$ cat src/rtl/pxs_score_controller.sv
// pxs_score_controller: match sequencer for the score overlays.
// Runs IDLE/ARM/HOLD/PLAY/GAMEOVER and keeps two BCD scores. Every
// registered output moves only on the end-of-frame tick, so overlays never
// change mid-frame. The pixel stream is only tapped for its XC/YC fields.
// Optional build macro SCORE_BLINK_EN: blink score_visible during game over.
module pxs_score_controller #(
    parameter logic [7:0] WIN_SCORE    = 8'h09,
    parameter int         HOLD_FRAMES  = 60,
    parameter int         BLINK_FRAMES = 16,
    parameter int         VISIBLECOLS  = 640,
    parameter int         VISIBLEROWS  = 480
) (
    input  logic        px_clk,
    input  logic        reset,
    input  logic [25:0] RGBStr_i,
    input  logic        start,
    input  logic        point_p1,
    input  logic        point_p2,
    output logic [7:0]  score1,
    output logic [7:0]  score2,
    output logic        play_en,
    output logic        serve,
    output logic        game_over,
    output logic        winner,
    output logic        score_visible
);

    // Stream layout: RGB[25:23], XC[22:13], YC[12:3], HS[2], VS[1], Active[0]
    localparam int XC_LSB = 13;
    localparam int YC_LSB = 3;
    localparam int CW     = 10;
    localparam logic [7:0] HOLD_LOAD = 8'(HOLD_FRAMES);

    typedef enum logic [2:0] {
        S_IDLE,
        S_ARM,
        S_HOLD,
        S_PLAY,
        S_OVER
    } state_t;

    state_t      state_q, state_d;
    logic [7:0]  score1_q, score1_d;
    logic [7:0]  score2_q, score2_d;
    logic [7:0]  cnt_q, cnt_d;
    logic        pend1_q, pend1_d;
    logic        pend2_q, pend2_d;
    logic        play_en_q, play_en_d;
    logic        serve_q, serve_d;
    logic        game_over_q, game_over_d;
    logic        winner_q, winner_d;
    logic        eof_d_q;

    logic [CW-1:0] xc, yc;
    logic          eof, tick;
    logic [7:0]    inc_v;
    logic          unused_px;

    // BCD increment of a {tens, ones} pair, sticking at 99.
    function automatic logic [7:0] bcd_inc(input logic [7:0] v);
        if (v == 8'h99)
            return v;
        if (v[3:0] == 4'd9)
            return {v[7:4] + 4'd1, 4'd0};
        return {v[7:4], v[3:0] + 4'd1};
    endfunction

    assign xc        = RGBStr_i[XC_LSB +: CW];
    assign yc        = RGBStr_i[YC_LSB +: CW];
    assign unused_px = ^{RGBStr_i[25:23], RGBStr_i[2:0]};
    assign eof       = (xc == CW'(VISIBLECOLS - 1)) && (yc == CW'(VISIBLEROWS - 1));
    // Rising edge only: a repeated end-of-frame pixel still gives one tick.
    assign tick      = eof && !eof_d_q;
    // Only one score increments per tick; pend1 selects which.
    assign inc_v     = bcd_inc(pend1_q ? score1_q : score2_q);

    // Next-state and registered-output logic of the match FSM.
    always_comb begin
        state_d     = state_q;
        score1_d    = score1_q;
        score2_d    = score2_q;
        cnt_d       = cnt_q;
        pend1_d     = pend1_q;
        pend2_d     = pend2_q;
        play_en_d   = play_en_q;
        serve_d     = 1'b0;
        game_over_d = game_over_q;
        winner_d    = winner_q;
        unique case (state_q)
            S_IDLE: begin
                if (start)
                    state_d = S_ARM;
            end
            S_ARM: begin
                if (tick) begin
                    score1_d    = 8'h00;
                    score2_d    = 8'h00;
                    game_over_d = 1'b0;
                    cnt_d       = HOLD_LOAD;
                    state_d     = S_HOLD;
                end
            end
            S_HOLD: begin
                if (tick) begin
                    cnt_d = (cnt_q == 8'd0) ? 8'd0 : cnt_q - 8'd1;
                    if (cnt_q <= 8'd1) begin
                        state_d   = S_PLAY;
                        play_en_d = 1'b1;
                        serve_d   = 1'b1;
                    end
                end
            end
            S_PLAY: begin
                if (tick && (pend1_q || pend2_q)) begin
                    if (pend1_q)
                        score1_d = inc_v;
                    else
                        score2_d = inc_v;
                    pend1_d   = 1'b0;
                    pend2_d   = 1'b0;
                    play_en_d = 1'b0;
                    if (inc_v == WIN_SCORE) begin
                        state_d     = S_OVER;
                        game_over_d = 1'b1;
                        winner_d    = pend2_q;
                    end else begin
                        cnt_d   = HOLD_LOAD;
                        state_d = S_HOLD;
                    end
                end else if (!pend1_q && !pend2_q) begin
                    // First lone event of the rally wins; a simultaneous pair is a tie.
                    pend1_d = point_p1 && !point_p2;
                    pend2_d = point_p2 && !point_p1;
                end
            end
            S_OVER: begin
                if (start)
                    state_d = S_ARM;
            end
            default: begin
                state_d = S_IDLE;
            end
        endcase
    end

    // State and output registers with synchronous reset.
    always_ff @(posedge px_clk) begin
        if (reset) begin
            state_q     <= S_IDLE;
            score1_q    <= 8'h00;
            score2_q    <= 8'h00;
            cnt_q       <= 8'd0;
            pend1_q     <= 1'b0;
            pend2_q     <= 1'b0;
            play_en_q   <= 1'b0;
            serve_q     <= 1'b0;
            game_over_q <= 1'b0;
            winner_q    <= 1'b0;
            eof_d_q     <= 1'b0;
        end else begin
            state_q     <= state_d;
            score1_q    <= score1_d;
            score2_q    <= score2_d;
            cnt_q       <= cnt_d;
            pend1_q     <= pend1_d;
            pend2_q     <= pend2_d;
            play_en_q   <= play_en_d;
            serve_q     <= serve_d;
            game_over_q <= game_over_d;
            winner_q    <= winner_d;
            eof_d_q     <= eof;
        end
    end

`ifdef SCORE_BLINK_EN
    localparam logic [7:0] BLINK_LOAD = 8'(BLINK_FRAMES);

    logic       vis_q, vis_d;
    logic [7:0] blink_q, blink_d;

    // Blink timer: toggles visibility every BLINK_FRAMES ticks in game over.
    always_comb begin
        vis_d   = vis_q;
        blink_d = blink_q;
        if (state_q == S_OVER && !start) begin
            if (tick) begin
                if (blink_q >= BLINK_LOAD - 8'd1) begin
                    blink_d = 8'd0;
                    vis_d   = !vis_q;
                end else begin
                    blink_d = blink_q + 8'd1;
                end
            end
        end else begin
            // Outside game over (and on leaving it) the scores are always shown.
            vis_d   = 1'b1;
            blink_d = 8'd0;
        end
    end

    // Blink registers.
    always_ff @(posedge px_clk) begin
        if (reset) begin
            vis_q   <= 1'b1;
            blink_q <= 8'd0;
        end else begin
            vis_q   <= vis_d;
            blink_q <= blink_d;
        end
    end

    assign score_visible = vis_q;
`else
    logic unused_blink;
    assign unused_blink  = ^8'(BLINK_FRAMES);
    assign score_visible = 1'b1;
`endif

    assign score1    = score1_q;
    assign score2    = score2_q;
    assign play_en   = play_en_q;
    assign serve     = serve_q;
    assign game_over = game_over_q;
    assign winner    = winner_q;

endmodule

$ cat config.mk
export PLATFORM = sky130hd
export DESIGN_NAME = pxs_score_controller
export DESIGN_NICKNAME = d
export VERILOG_FILES = /design/src/rtl/pxs_score_controller.sv
export SDC_FILE = /design/constraint.sdc
export NUM_CORES = 1
export LEC_CHECK = 0
export CAP_MARGIN = 20
export CORE_UTILIZATION = 45
export DETAILED_ROUTE_END_ITERATION = 7
export PLACE_DENSITY_LB_ADDON = 0.3
export SETUP_SLACK_MARGIN = 0.15
export SLEW_MARGIN = 20
export SYNTH_ARGS = -nofsm -noshare
export SYNTH_HDL_FRONTEND = slang
export SYNTH_SLANG_ARGS = --single-unit
$ cat constraint.sdc
create_clock -name px_clk -period 3.5 [get_ports px_clk]
set_input_delay 0.7 -clock px_clk [delete_from_list [all_inputs] [get_ports px_clk]]
set_output_delay 0.7 -clock px_clk [all_outputs]
set_load 0.01 [all_outputs]
==> reports/qor.txt, run 1 <==
WORST SETUP PATH
------------------------------------------------------------------------------
Worst-path cell with the longest stage delay .................... sky130_fd_sc_hd__dfxtp_2
Type of destination of the critical path ........................    flip-flop
Biggest fanout along the worst timing path ......................           14
Worst stage delay on the critical path ..........................       510 ps
Type of the setup path with the least slack ..................... flip-flop to flip-flop
Destination of the critical timing path ......................... cnt_q[1]$_SDFFE_PP0P_
Worst Reg2Reg Path Length in Cells ..............................            9
Startpoint of the most critical setup path ...................... pend1_q$_SDFFE_PP0P_
Cell repeated most along the worst path ......................... sky130_fd_sc_hd__nand2_1
Worst R2R End ................................................... cnt_q[1]$_SDFFE_PP0P_
Required @ worst endpoint .......................................      3680 ps
Startpoint kind of the worst setup timing path ..................    flip-flop
Start of the worst register-to-register path .................... pend1_q$_SDFFE_PP0P_
List of cells traversed by the critical path .................... nand2b_1, nand2_1, ha_1, nand4b_1, nand2_1, nor4_1, o2111a_1, a21o_1, mux2_1
Worst-case register-to-register setup slack .....................       550 ps
Arrival time of the worst setup path ............................      3120 ps

DETAILED ROUTING
------------------------------------------------------------------------------
Drt initial violations ..........................................          175
Number of remaining DRC errors ..................................            0
Post-detailed-route count of antenna-violating nets .............            0
Overall routed net length .......................................     5.478 mm
Vias per cell ...................................................        5.710
Via total after detailed routing ................................        2,130
Average detailed-routed wire length per instance ................     14.69 um
First-pass iteration count of the detailed router ...............            4

GLOBAL ROUTE
------------------------------------------------------------------------------
Global-route wire length before repair ..........................     9.466 mm
Via count of the first global-routing pass ......................        2,005
Initial antenna violation count .................................            0
Pin count of the biggest net entering global routing ............           37
GRT Overall Usage ...............................................       0.2312
GRT overflow ....................................................            0

SYNTH
------------------------------------------------------------------------------
Async set or reset register ratio after synthesis ...............            0
Unique masters post-synth .......................................           59
Synthesized netlist net count ...................................          299
Sequential share of the synthesized area ........................       0.3093
Post-synth top flop ............................................. sky130_fd_sc_hd__dfxtp_1
Seq cells post-synth ............................................           34
Combined area of all synthesized cells .......................... 0.002201 mm2
Synthesis Warnings ..............................................            0
Synthesized area divided by synthesized cell count ..............    8.432 um2
Number of enable-type register cells in the synthesized netlist .            0
Number of instances in the synthesized netlist ..................          261

PLACEMENT
------------------------------------------------------------------------------
Count of buffers inserted at the top-level ports ................           44
Area of placed instances ........................................ 0.002721 mm2
Placed cells ....................................................          367
RD Place Congestion .............................................       0.9206
Pre-CTS WS ......................................................     326.2 ps
HPWL after detailed placement ...................................     4.018 mm

HOLD PATH
------------------------------------------------------------------------------
Worst min path class ............................................ flip-flop to flip-flop

TIMING
------------------------------------------------------------------------------
Max frequency ...................................................    339.3 MHz
Pins over their slew limit ......................................            0
Worst Tran Pin Value ............................................     882.2 ps
Setup repair after global routing missed its margin .............        false
Final critical-path required period .............................      2947 ps
Slew HR .........................................................       0.4106
Final setup margin ..............................................     552.5 ps
Worst clock skew ................................................     4.327 ps
Setup TNS .......................................................         0 ps
Final number of setup-violating endpoints .......................            0
Final Hold Viols ................................................            0
Fraction of the cycle the final worst path needs ................       0.8421

FLOORPLANNING
------------------------------------------------------------------------------
Overall die area ................................................ 0.005175 mm2
Width of the die ................................................     71.94 um
Starting utilization of the core area ...........................       0.4660
Placement Rows ..................................................           25
Die height ......................................................     71.94 um
Num ports .......................................................           52
Core box area ................................................... 0.004723 mm2

FINISH
------------------------------------------------------------------------------
Post-layout instance area ....................................... 0.002805 mm2
Layout Nets .....................................................          345
FILL cells ......................................................          411
Final Core Density ..............................................       0.5939
Share of post-route cells with drive strength above 1 ...........      0.09477
Antenna cells ...................................................            0
Final Non-Filler Cells ..........................................          373
Area Overhead vs Synth ..........................................       27.46%

POWER
------------------------------------------------------------------------------
PwrDens ......................................................... 262.2 mW/mm2
P_leak ..........................................................     1.029 nW
Peak supply drop ................................................    0.1380 mV

CLOCKING
------------------------------------------------------------------------------
Cts-stage hold buffer count .....................................            0
Max Root-Sink Buffers ...........................................            2
Number of buffers created by CTS ................................            5
Number of clock sinks seen by CTS ...............................           34
Clock transition at the registers of the reported paths .........        70 ps
Number of levels the H-tree was split into ......................            2
Clock latency on the worst-skew pair ............................       290 ps
Clock tree from TritonCTS .......................................        built
Cell at the root of the clock tree .............................. sky130_fd_sc_hd__clkbuf_8

JOB
------------------------------------------------------------------------------
Max_cap viols ...................................................            0

RUN STATUS
------------------------------------------------------------------------------
Run status ...................................................... finished, final reports clean

-- worst max-delay path, delay by kind of cell, from the launching register on --
| family | cells | cell delay, ps |
|---|---|---|
| simple gates | 5 | 1100 |
| mux | 1 | 340 |
| fa+ha+maj | 1 | 260 |
| compound gates | 2 | 610 |
| flops | 1 | 510 |
-- per-layer routing --
layer,up-vias,global-route usage,share of wire
met1,1001,0.3091,0.48
li1,1076,-,-
met5,-,0,0
met3,8,0.04167,0.038
met4,0,0.08497,0.014
met2,45,0.3742,0.46
-- sequential cells by signal (all words and copies together) (netlist names) --
register,flops
score2,8
state_q,3
serve,1
game_over,1
eof_d_q,1
pend1_q,1
score1,8
pend2_q,1
winner,1
cnt_q,8
play_en,1
-- worst min path at each step --
stage                                     from              endpoint  slack [ps]  depth (start not counted)
after CTS                  winner$_SDFFE_PP0P_   winner$_SDFFE_PP0P_         490                          2
after detailed placement   winner$_SDFFE_PP0P_   winner$_SDFFE_PP0P_         480                          2
after floorplan           pend2_q$_SDFFE_PP0P_  pend2_q$_SDFFE_PP0P_         460                          2
after global placement     winner$_SDFFE_PP0P_   winner$_SDFFE_PP0P_         480                          2
final                      winner$_SDFFE_PP0P_   winner$_SDFFE_PP0P_         490                          2
after global routing       winner$_SDFFE_PP0P_   winner$_SDFFE_PP0P_         530                          2
-- cell type report --
type | instances | area, um2 | share of cell area
clock buffers | 6 | 82.58 | 0.02944
inverters | 11 | 41.29 | 0.01472
multi-input cells | 205 | 1430 | 0.5098
flip-flops and latches | 34 | 681.9 | 0.2431
well taps | 67 | 83.83 | 0.02988
repair buffers | 50 | 485.5 | 0.1731
-- cells in the final DEF, fill, tap and decap left out, drive strengths merged, types with 4 or more instances in the layout --
cell | netlist | routed
a21oi | 13 | 13
nor4 | 7 | 7
clkbuf | 7 | 6
o21ai | 4 | 4
dfxtp | 34 | 34
ha | 7 | 7
buf | 4 | 6
mux2i | 21 | 21
mux2 | 5 | 5
nand3 | 15 | 15
nand4b | 7 | 7
nor2 | 26 | 26
nand4 | 4 | 4
inv | 11 | 11
clkdlybuf4s50 | 0 | 44
nand2 | 17 | 17
nand3b | 5 | 5
nor2b | 4 | 4
nor3 | 11 | 11
-- what timing repair did --
| action | 4_1_cts | 5_1_grt |
|---|---|---|
| buffers inserted | 0 | 0 |
| setup endpoints to repair | 0 | 1 |
| resized for setup | 0 | 1 |
-- metrics by stage --
| stage | total power [W] | hold WS, ps |
|---|---|---|
| after detailed placement | 0.0004579 | 476.9 |
| after CTS | 0.0007428 | 486.4 |
| after global placement | 0.0004557 | 477.2 |
| after floorplan | 0.0004263 | 458.9 |
| final | 0.0007354 | 491.2 |
| after global routing | 0.0007659 | 530.5 |
-- cell usage after synthesis, types with 5 or more instances --
cell type | number | share of area
sky130_fd_sc_hd__nand2_1 | 17 | 0.029
sky130_fd_sc_hd__clkbuf_1 | 7 | 0.012
sky130_fd_sc_hd__nor4_1 | 7 | 0.020
sky130_fd_sc_hd__nor3_1 | 10 | 0.023
sky130_fd_sc_hd__nand3_1 | 15 | 0.034
sky130_fd_sc_hd__dfxtp_1 | 34 | 0.31
sky130_fd_sc_hd__nand3b_1 | 5 | 0.017
sky130_fd_sc_hd__ha_1 | 7 | 0.040
sky130_fd_sc_hd__a21oi_1 | 13 | 0.030
sky130_fd_sc_hd__mux2i_1 | 21 | 0.096
sky130_fd_sc_hd__nor2_1 | 26 | 0.044
sky130_fd_sc_hd__nand4b_1 | 7 | 0.028
sky130_fd_sc_hd__inv_1 | 11 | 0.019
-- cell families (layout without fill, tap and decap cells) --
family / count (synthesis) / after routing / synth area share
xor gates and xnor gates: 3 / 3 / 0.01194
muxes: 26 / 26 / 0.1211
buffers and inverters: 22 / 67 / 0.04093
adders and majority gates: 7 / 7 / 0.03979
AOI/OAI and AO/OA: 49 / 49 / 0.1683
and+or+nand+nor: 119 / 119 / 0.3070
other: 1 / 1 / 0.001704
DFF: 34 / 34 / 0.3093
-- report_power, final --
part           internal (W)  switching, W
Clock              0.000152      0.000135
Combinational     0.0000334     0.0000233
Sequential         0.000389    0.00000400
Total              0.000574      0.000162
Note: power is estimated with default switching activity, not from simulation.
==> run 2, diff against run 1 <==
- clock period: 3.5 -> 2.9 ns (I/O delays scaled with it)
==> reports/qor.txt, run 2 (same netlist as run 1, synthesis figures left out) <==
POWER
----------------------------------------------------------------------------------
PwrDens ............................................................. 304.4 mW/mm2
Peak supply drop ....................................................    0.2118 mV
P_leak ..............................................................     1.105 nW

FLOORPLANNING
----------------------------------------------------------------------------------
Die height ..........................................................     71.94 um
Placement Rows ......................................................           25
Overall die area .................................................... 0.005175 mm2
Starting utilization of the core area ...............................       0.4660
Num ports ...........................................................           52
Width of the die ....................................................     71.94 um
Core box area ....................................................... 0.004723 mm2

TIMING
----------------------------------------------------------------------------------
Fraction of the cycle the final worst path needs ....................       0.9375
Final Hold Viols ....................................................            0
Slew HR .............................................................       0.3927
Setup repair after global routing missed its margin .................         true
Worst Tran Pin Value ................................................     909.0 ps
Final setup margin ..................................................     181.4 ps
Hold Worst Slack ....................................................     491.7 ps
Pins over their slew limit ..........................................            0
Final number of setup-violating endpoints ...........................            0
Max frequency .......................................................    367.8 MHz
Setup TNS ...........................................................         0 ps
Worst clock skew ....................................................     8.397 ps
Final critical-path required period .................................      2719 ps

GLOBAL ROUTE
----------------------------------------------------------------------------------
Pin count of the biggest net entering global routing ................           17
GRT Overall Usage ...................................................       0.2373
Global-route wire length before repair ..............................     9.708 mm
Initial antenna violation count .....................................            0
Via count of the first global-routing pass ..........................        2,103
GRT overflow ........................................................            0

WORST SETUP PATH
----------------------------------------------------------------------------------
List of cells traversed by the critical path ........................ mux2i_1, ha_2, nand4b_1, a22oi_2, mux2i_2, o2111ai_2, or4_1, a21oi_1
Type of the setup path with the least slack ......................... flip-flop to flip-flop
Type of destination of the critical path ............................    flip-flop
Buffer and inverter count on the worst path .........................            0
Worst stage delay on the critical path ..............................       500 ps
Biggest fanout along the worst timing path ..........................            8
Required @ worst endpoint ...........................................      3110 ps
Family of cells with the greatest summed delay on the critical path . simple AND/OR/NAND/NOR gates
Arrival time of the worst setup path ................................      2930 ps
Worst-path cell with the longest stage delay ........................ sky130_fd_sc_hd__or4_1
Startpoint kind of the worst setup timing path ......................    flip-flop

FINISH
----------------------------------------------------------------------------------
Area Overhead vs Synth ..............................................       35.25%
Layout Nets .........................................................          358
Final Non-Filler Cells ..............................................          388
Antenna cells .......................................................            0
Highest-count cells in the layout ignoring fill and taps ............ 44 x sky130_fd_sc_hd__clkdlybuf4s50_1, 33 x sky130_fd_sc_hd__dfxtp_1, 26 x sky130_fd_sc_hd__nor2_1, 19 x sky130_fd_sc_hd__mux2i_1, 19 x sky130_fd_sc_hd__buf_4
Most common cell after layout, fill and taps aside .................. sky130_fd_sc_hd__clkdlybuf4s50_1
Share of post-route cells with drive strength above 1 ...............       0.1682
Final Core Density ..................................................       0.6302

DETAILED ROUTING
----------------------------------------------------------------------------------
DRT met1 WL .........................................................     2.663 mm
Amount of wire on met2 after detailed routing .......................     2.992 mm
Average detailed-routed wire length per instance ....................     15.40 um
Top sig layer .......................................................         met4
Met3 WL .............................................................       260 um
Vias per cell .......................................................        5.807
Via total after detailed routing ....................................        2,253
First-pass iteration count of the detailed router ...................            4
Overall routed net length ...........................................     5.977 mm
Number of remaining DRC errors ......................................            0
Drt initial violations ..............................................          125
Post-detailed-route count of antenna-violating nets .................            0

PLACEMENT
----------------------------------------------------------------------------------
RD Place Congestion .................................................       0.9033
Placed cells ........................................................          377
HPWL after detailed placement .......................................     4.423 mm
Pre-CTS WS ..........................................................    -91.85 ps
Count of buffers inserted at the top-level ports ....................           44

HOLD PATH
----------------------------------------------------------------------------------
Worst min path class ................................................ flip-flop to flip-flop

RUN STATUS
----------------------------------------------------------------------------------
Run status .......................................................... finished, final reports clean

CLOCKING
----------------------------------------------------------------------------------
Number of buffers created by CTS ....................................            5
Cell at the root of the clock tree .................................. sky130_fd_sc_hd__clkbuf_8
Cts-stage hold buffer count .........................................            0
Number of clock sinks seen by CTS ...................................           34
Clock latency on the worst-skew pair ................................       290 ps
Clock tree from TritonCTS ...........................................        built
Max Root-Sink Buffers ...............................................            2
Clock transition at the registers of the reported paths .............        70 ps
Number of levels the H-tree was split into ..........................            2

JOB
----------------------------------------------------------------------------------
Max_cap viols .......................................................            0

[run 2: changes by cell type in the layout (fill, tap and decap cells not counted), sizes merged]
cell / before / now
buf: 6 / 19
clkinv: 0 / 1
clkbuf: 6 / 7
[run 2: what timing repair did]
| item | in CTS | in global routing |
|---|---|---|
| pin swaps | 0 | 5 |
| resized for setup | 1 | 13 |
| endpoints found under the setup margin | 2 | 6 |
| gates cloned | 0 | 0 |
| hold endpoints to repair | 0 | 0 |
| buffers inserted | 0 | 3 |
[run 2: layout make-up]
type | count | area, um2
flip-flops and latches | 34 | 684.4
inverters | 11 | 41.29
fillers | 401 | 1747
repair buffers | 63 | 583.1
multi-input cells | 205 | 1493
well taps | 67 | 83.83
clock inverters | 1 | 5.005
clock buffers | 7 | 86.33
[run 2: where the power goes]
part	internal [W]	switching [W]
sequential	0.000468	0.00000455
combinational	0.0000412	0.0000291
clock	0.000191	0.000172
total	0.000701	0.000206
[run 2: worst reg2reg max path: cells and delay by family, from the launching register on]
family,cells,cell delay [ps]
AOI/OAI and AO/OA,3,610
muxes,2,600
adders and majority gates,1,280
DFF,1,410
and+or+nand+nor,2,740
[run 2: metrics by stage]
step	power [W]	instance area [um2]
final	0.0009062	2977
after global routing	0.0009413	2977
after CTS	0.0009149	2889
after detailed placement	0.0005540	2796
after global placement	0.0005513	2796
after floorplan	0.0005145	2201
[run 2: final timing paths]
| kind | cells after the start | from | end | slack [ps] |
|---|---|---|---|---|
| hold / removal | 2 | winner$_SDFFE_PP0P_ | winner$_SDFFE_PP0P_ | 490 |
| setup / recovery | 8 | pend1_q$_SDFFE_PP0P_ | winner$_SDFFE_PP0P_ | 180 |
| setup reg to reg | 8 | pend1_q$_SDFFE_PP0P_ | winner$_SDFFE_PP0P_ | 180 |
| hold reg to reg | 2 | winner$_SDFFE_PP0P_ | winner$_SDFFE_PP0P_ | 490 |
[run 2: layer usage]
layer | up-vias | global-route usage
met5 | - | 0
met4 | 0 | 0.09150
met3 | 5 | 0.04028
met2 | 50 | 0.4057
met1 | 1096 | 0.2997
li1 | 1102 | -
==> run 3, diff against run 2 <==
- ABC_AREA: not set -> 1
- SKIP_LAST_GASP: not set -> 1
==> reports/qor.txt, run 3 <==
WORST SETUP PATH
--------------------------------------------------------------------------------
Worst-path cell with the longest stage delay ...................... sky130_fd_sc_hd__dfxtp_2
Start of the worst register-to-register path ...................... pend1_q$_SDFFE_PP0P_
Arrival time of the worst setup path ..............................      2630 ps
Startpoint kind of the worst setup timing path ....................    flip-flop
Type of destination of the critical path ..........................    flip-flop
List of cells traversed by the critical path ...................... buf_4, o21ai_2, ha_1, nand3_4, nor2_8, nand3_1, nand2_1, nand2_1, nor2_4, nand3_4, a21oi_1, nor2_1
Worst-case register-to-register setup slack .......................       450 ps
Worst stage delay on the critical path ............................       360 ps
Worst R2R End ..................................................... cnt_q[0]$_SDFFE_PP0P_
Required @ worst endpoint .........................................      3080 ps
Biggest fanout along the worst timing path ........................           16
Worst Reg2Reg Path Length in Cells ................................           12
Type of the setup path with the least slack ....................... flip-flop to flip-flop

PLACEMENT
--------------------------------------------------------------------------------
RD Place Congestion ...............................................       0.8664
HPWL after detailed placement .....................................     4.341 mm
Count of buffers inserted at the top-level ports ..................           44

RUN STATUS
--------------------------------------------------------------------------------
Run status ........................................................ finished, final reports clean

DETAILED ROUTING
--------------------------------------------------------------------------------
Via total after detailed routing ..................................        2,570
Number of remaining DRC errors ....................................            0
Vias per cell .....................................................        5.020
Drt initial violations ............................................          121
Overall routed net length .........................................     5.650 mm
Post-detailed-route count of antenna-violating nets ...............            0
First-pass iteration count of the detailed router .................            4
Average detailed-routed wire length per instance ..................     11.04 um

TIMING
--------------------------------------------------------------------------------
Fraction of the cycle the final worst path needs ..................       0.8433
Pins over their slew limit ........................................            0
Worst clock skew ..................................................     5.258 ps
Final Hold Viols ..................................................            0
Setup repair after global routing missed its margin ...............        false
Final critical-path required period ...............................      2445 ps
Setup TNS .........................................................         0 ps
Max frequency .....................................................    408.9 MHz
Final number of setup-violating endpoints .........................            0

HOLD PATH
--------------------------------------------------------------------------------
Endpoint with the worst hold slack ................................ score2[5]$_SDFFE_PP0P_
Start point of the worst min-delay path ........................... score2[5]$_SDFFE_PP0P_
Worst hold path depth .............................................            2
Worst min path class .............................................. flip-flop to flip-flop

CLOCKING
--------------------------------------------------------------------------------
Cts-stage hold buffer count .......................................            0
Number of clock sinks seen by CTS .................................           34
Number of buffers created by CTS ..................................            5
Number of levels the H-tree was split into ........................            2
Clock tree from TritonCTS .........................................        built
Clock latency on the worst-skew pair ..............................       290 ps
Max Root-Sink Buffers .............................................            2
Cell at the root of the clock tree ................................ sky130_fd_sc_hd__clkbuf_8
Clock transition at the registers of the reported paths ...........        70 ps

POWER
--------------------------------------------------------------------------------
Combinational Power Share .........................................        0.493
Clock share of power ..............................................        0.217
Peak supply drop ..................................................    0.3728 mV
PwrDens ........................................................... 664.7 mW/mm2
NetSw .............................................................  0.0008620 W
Internal ..........................................................   0.001204 W
P_leak ............................................................     1.347 nW
Overall power consumption .........................................   0.002066 W
Sequential group share of total power .............................        0.290
Share of total power consumed by net switching ....................       0.4172

GLOBAL ROUTE
--------------------------------------------------------------------------------
Pin count of the biggest net entering global routing ..............           17
GRT overflow ......................................................            0
Via count of the first global-routing pass ........................        2,304
Global-route wire length before repair ............................     9.853 mm
Initial antenna violation count ...................................            0
GRT Overall Usage .................................................       0.2057

FLOORPLANNING
--------------------------------------------------------------------------------
Num ports .........................................................           52
Core box area ..................................................... 0.005205 mm2
Overall die area .................................................. 0.005815 mm2
Starting utilization of the core area .............................       0.4767
Placement Rows ....................................................           26
Die height ........................................................     76.26 um
Width of the die ..................................................     76.26 um

FINISH
--------------------------------------------------------------------------------
Share of post-route cells with drive strength above 1 .............       0.1222
Area Overhead vs Synth ............................................       25.26%
Antenna cells .....................................................            0
FILL cells ........................................................          496
Most common cell after layout, fill and taps aside ................ sky130_fd_sc_hd__nand2_1
Highest-count cells in the layout ignoring fill and taps .......... 93 x sky130_fd_sc_hd__nand2_1, 58 x sky130_fd_sc_hd__nor2_1, 49 x sky130_fd_sc_hd__inv_1, 44 x sky130_fd_sc_hd__clkdlybuf4s50_1, 33 x sky130_fd_sc_hd__dfxtp_1
Layout Nets .......................................................          480

SYNTH
--------------------------------------------------------------------------------
Leading post-synthesis cells by instance count .................... 93 x sky130_fd_sc_hd__nand2_1, 58 x sky130_fd_sc_hd__nor2_1, 49 x sky130_fd_sc_hd__inv_1, 34 x sky130_fd_sc_hd__dfxtp_1, 28 x sky130_fd_sc_hd__a21oi_1
Synthesized netlist net count .....................................          431
Sequential share of the synthesized area ..........................       0.2743
Number of enable-type register cells in the synthesized netlist ...            0
Combinational family with the most area after synthesis ........... simple AND/OR/NAND/NOR gates
Fraction of synthesized cell area taken by the top area cell type .       0.2743
Share of synthesized area spent on multiplexers ...................            0
Adder-cell area share of the yosys netlist ........................      0.03530
Combined area of all synthesized cells ............................ 0.002481 mm2
Seq cells post-synth ..............................................           34
Top cells by area in the synthesized netlist ...................... sky130_fd_sc_hd__dfxtp_1 27%, sky130_fd_sc_hd__nand2_1 14%, sky130_fd_sc_hd__nor2_1 8.8%
Synthesized-area fraction occupied by and/or/nand/nor cells .......       0.4407
Post-synthesis xor/xnor area fraction .............................      0.01765
Number of instances in the synthesized netlist ....................          393
Synthesized area divided by synthesized cell count ................    6.313 um2
Post-synth top flop ............................................... sky130_fd_sc_hd__dfxtp_1
Cell type with the highest aggregate area in the netlist .......... sky130_fd_sc_hd__dfxtp_1
Complex-gate fraction of the synthesized area .....................       0.1210
Unique masters post-synth .........................................           36
Async set or reset register ratio after synthesis .................            0
Synthesis Warnings ................................................            0
Most common cell in the synthesized netlist ....................... sky130_fd_sc_hd__nand2_1

JOB
--------------------------------------------------------------------------------
Max_cap viols .....................................................            0

## run 3: changes by cell type in the layout (fill, tap and decap cells not counted), moves of 5 or more
| cell | change |
|---|---|
| sky130_fd_sc_hd__buf_4 | -12 |
| sky130_fd_sc_hd__nand3_1 | +12 |
| sky130_fd_sc_hd__xor2_1 | +5 |
| sky130_fd_sc_hd__nor3_1 | -5 |
| sky130_fd_sc_hd__nor2_1 | +32 |
| sky130_fd_sc_hd__o21ai_0 | +17 |
| sky130_fd_sc_hd__mux2i_1 | -19 |
| sky130_fd_sc_hd__nand2_2 | +13 |
| sky130_fd_sc_hd__inv_1 | +38 |
| sky130_fd_sc_hd__a21oi_1 | +15 |
| sky130_fd_sc_hd__nand2_1 | +78 |
| sky130_fd_sc_hd__nor2_2 | +5 |
| sky130_fd_sc_hd__nand4b_1 | -7 |
## run 3: kinds of logic after synthesis
logic type	count (synthesis)
flip-flops	34
other	1
XOR/XNOR	5
AO/OA/AOI/OAI	56
adder cells (fa/ha/maj)	7
AND/OR/NAND/NOR	228
buffers and inverters	62
## run 3: worst max path at each step
stage	start	end	slack, ps	cells past startpoint
after floorplan	pend1_q$_SDFFE_PP0P_	cnt_q[0]$_SDFFE_PP0P_	700	15
after global placement	RGBStr_i[7]	winner$_SDFFE_PP0P_	390	13
after detailed placement	RGBStr_i[7]	cnt_q[3]$_SDFFE_PP0P_	370	13
after CTS	pend1_q$_SDFFE_PP0P_	cnt_q[0]$_SDFFE_PP0P_	360	13
after global routing	pend1_q$_SDFFE_PP0P_	cnt_q[2]$_SDFFE_PP0P_	250	12
final	pend1_q$_SDFFE_PP0P_	cnt_q[0]$_SDFFE_PP0P_	450	12
## run 3: final cells by class
| type | count | area [um2] | area share |
|---|---|---|---|
| Multi-Input combinational cell | 297 | 1529 | 0.4919 |
| Sequential cell | 34 | 681.9 | 0.2194 |
| Timing Repair Buffer | 51 | 493.0 | 0.1586 |
| Inverter | 53 | 203.9 | 0.06562 |
| Tap cell | 70 | 87.58 | 0.02818 |
| Clock buffer | 6 | 82.58 | 0.02657 |
| Clock inverter | 1 | 30.03 | 0.009662 |
## run 3: routing by layer
metal,wire length [um],vias to the layer above,part of all wire,track usage
met5,0,-,0,0
met3,229,7,0.041,0.02515
li1,-,1350,-,-
met1,2551,1142,0.45,0.2447
met2,2786,71,0.49,0.3721
met4,82,0,0.015,0.08269
## run 3: critical path, delay by kind of cell, from the launching register on
| family | cells | cell delay, ps |
|---|---|---|
| simple gates | 8 | 1030 |
| compound gates | 2 | 460 |
| flops | 1 | 360 |
| fa+ha+maj | 1 | 290 |
| buf+inv | 1 | 180 |
## run 3: repair_timing
action	in CTS	in global routing
setup endpoints to repair	0	1
gates resized for setup	0	1
hold endpoints to repair	0	0
setup buffers	0	0
## run 3: power by group through the flow
stage | Sequential [W] | Combinational (W) | Clock, W
floorplan | 0.000625 | 0.000710 | 0
global placement | 0.000606 | 0.000991 | 0
detailed placement | 0.000609 | 0.00101 | 0
CTS | 0.000599 | 0.00102 | 0.000458
global route | 0.000610 | 0.00114 | 0.000476
finish | 0.000599 | 0.00102 | 0.000448
## run 3: through the flow
| step | cell area [um2] | cells | setup slack, ps | hold WS, ps | util |
|---|---|---|---|---|---|
| floorplan | 2481 | 393 | 697.9 | 446.6 | - |
| global placement | 2994 | 505 | 385.2 | 452.4 | 0.5752 |
| detailed placement | 2994 | 505 | 366.3 | 457.9 | 0.5752 |
| CTS | 3107 | 512 | 355.5 | 468.4 | 0.5969 |
| global route | 3108 | 512 | 252.7 | 499.4 | 0.5971 |
| finish | 3108 | 512 | 454.5 | 463.4 | 0.5971 |
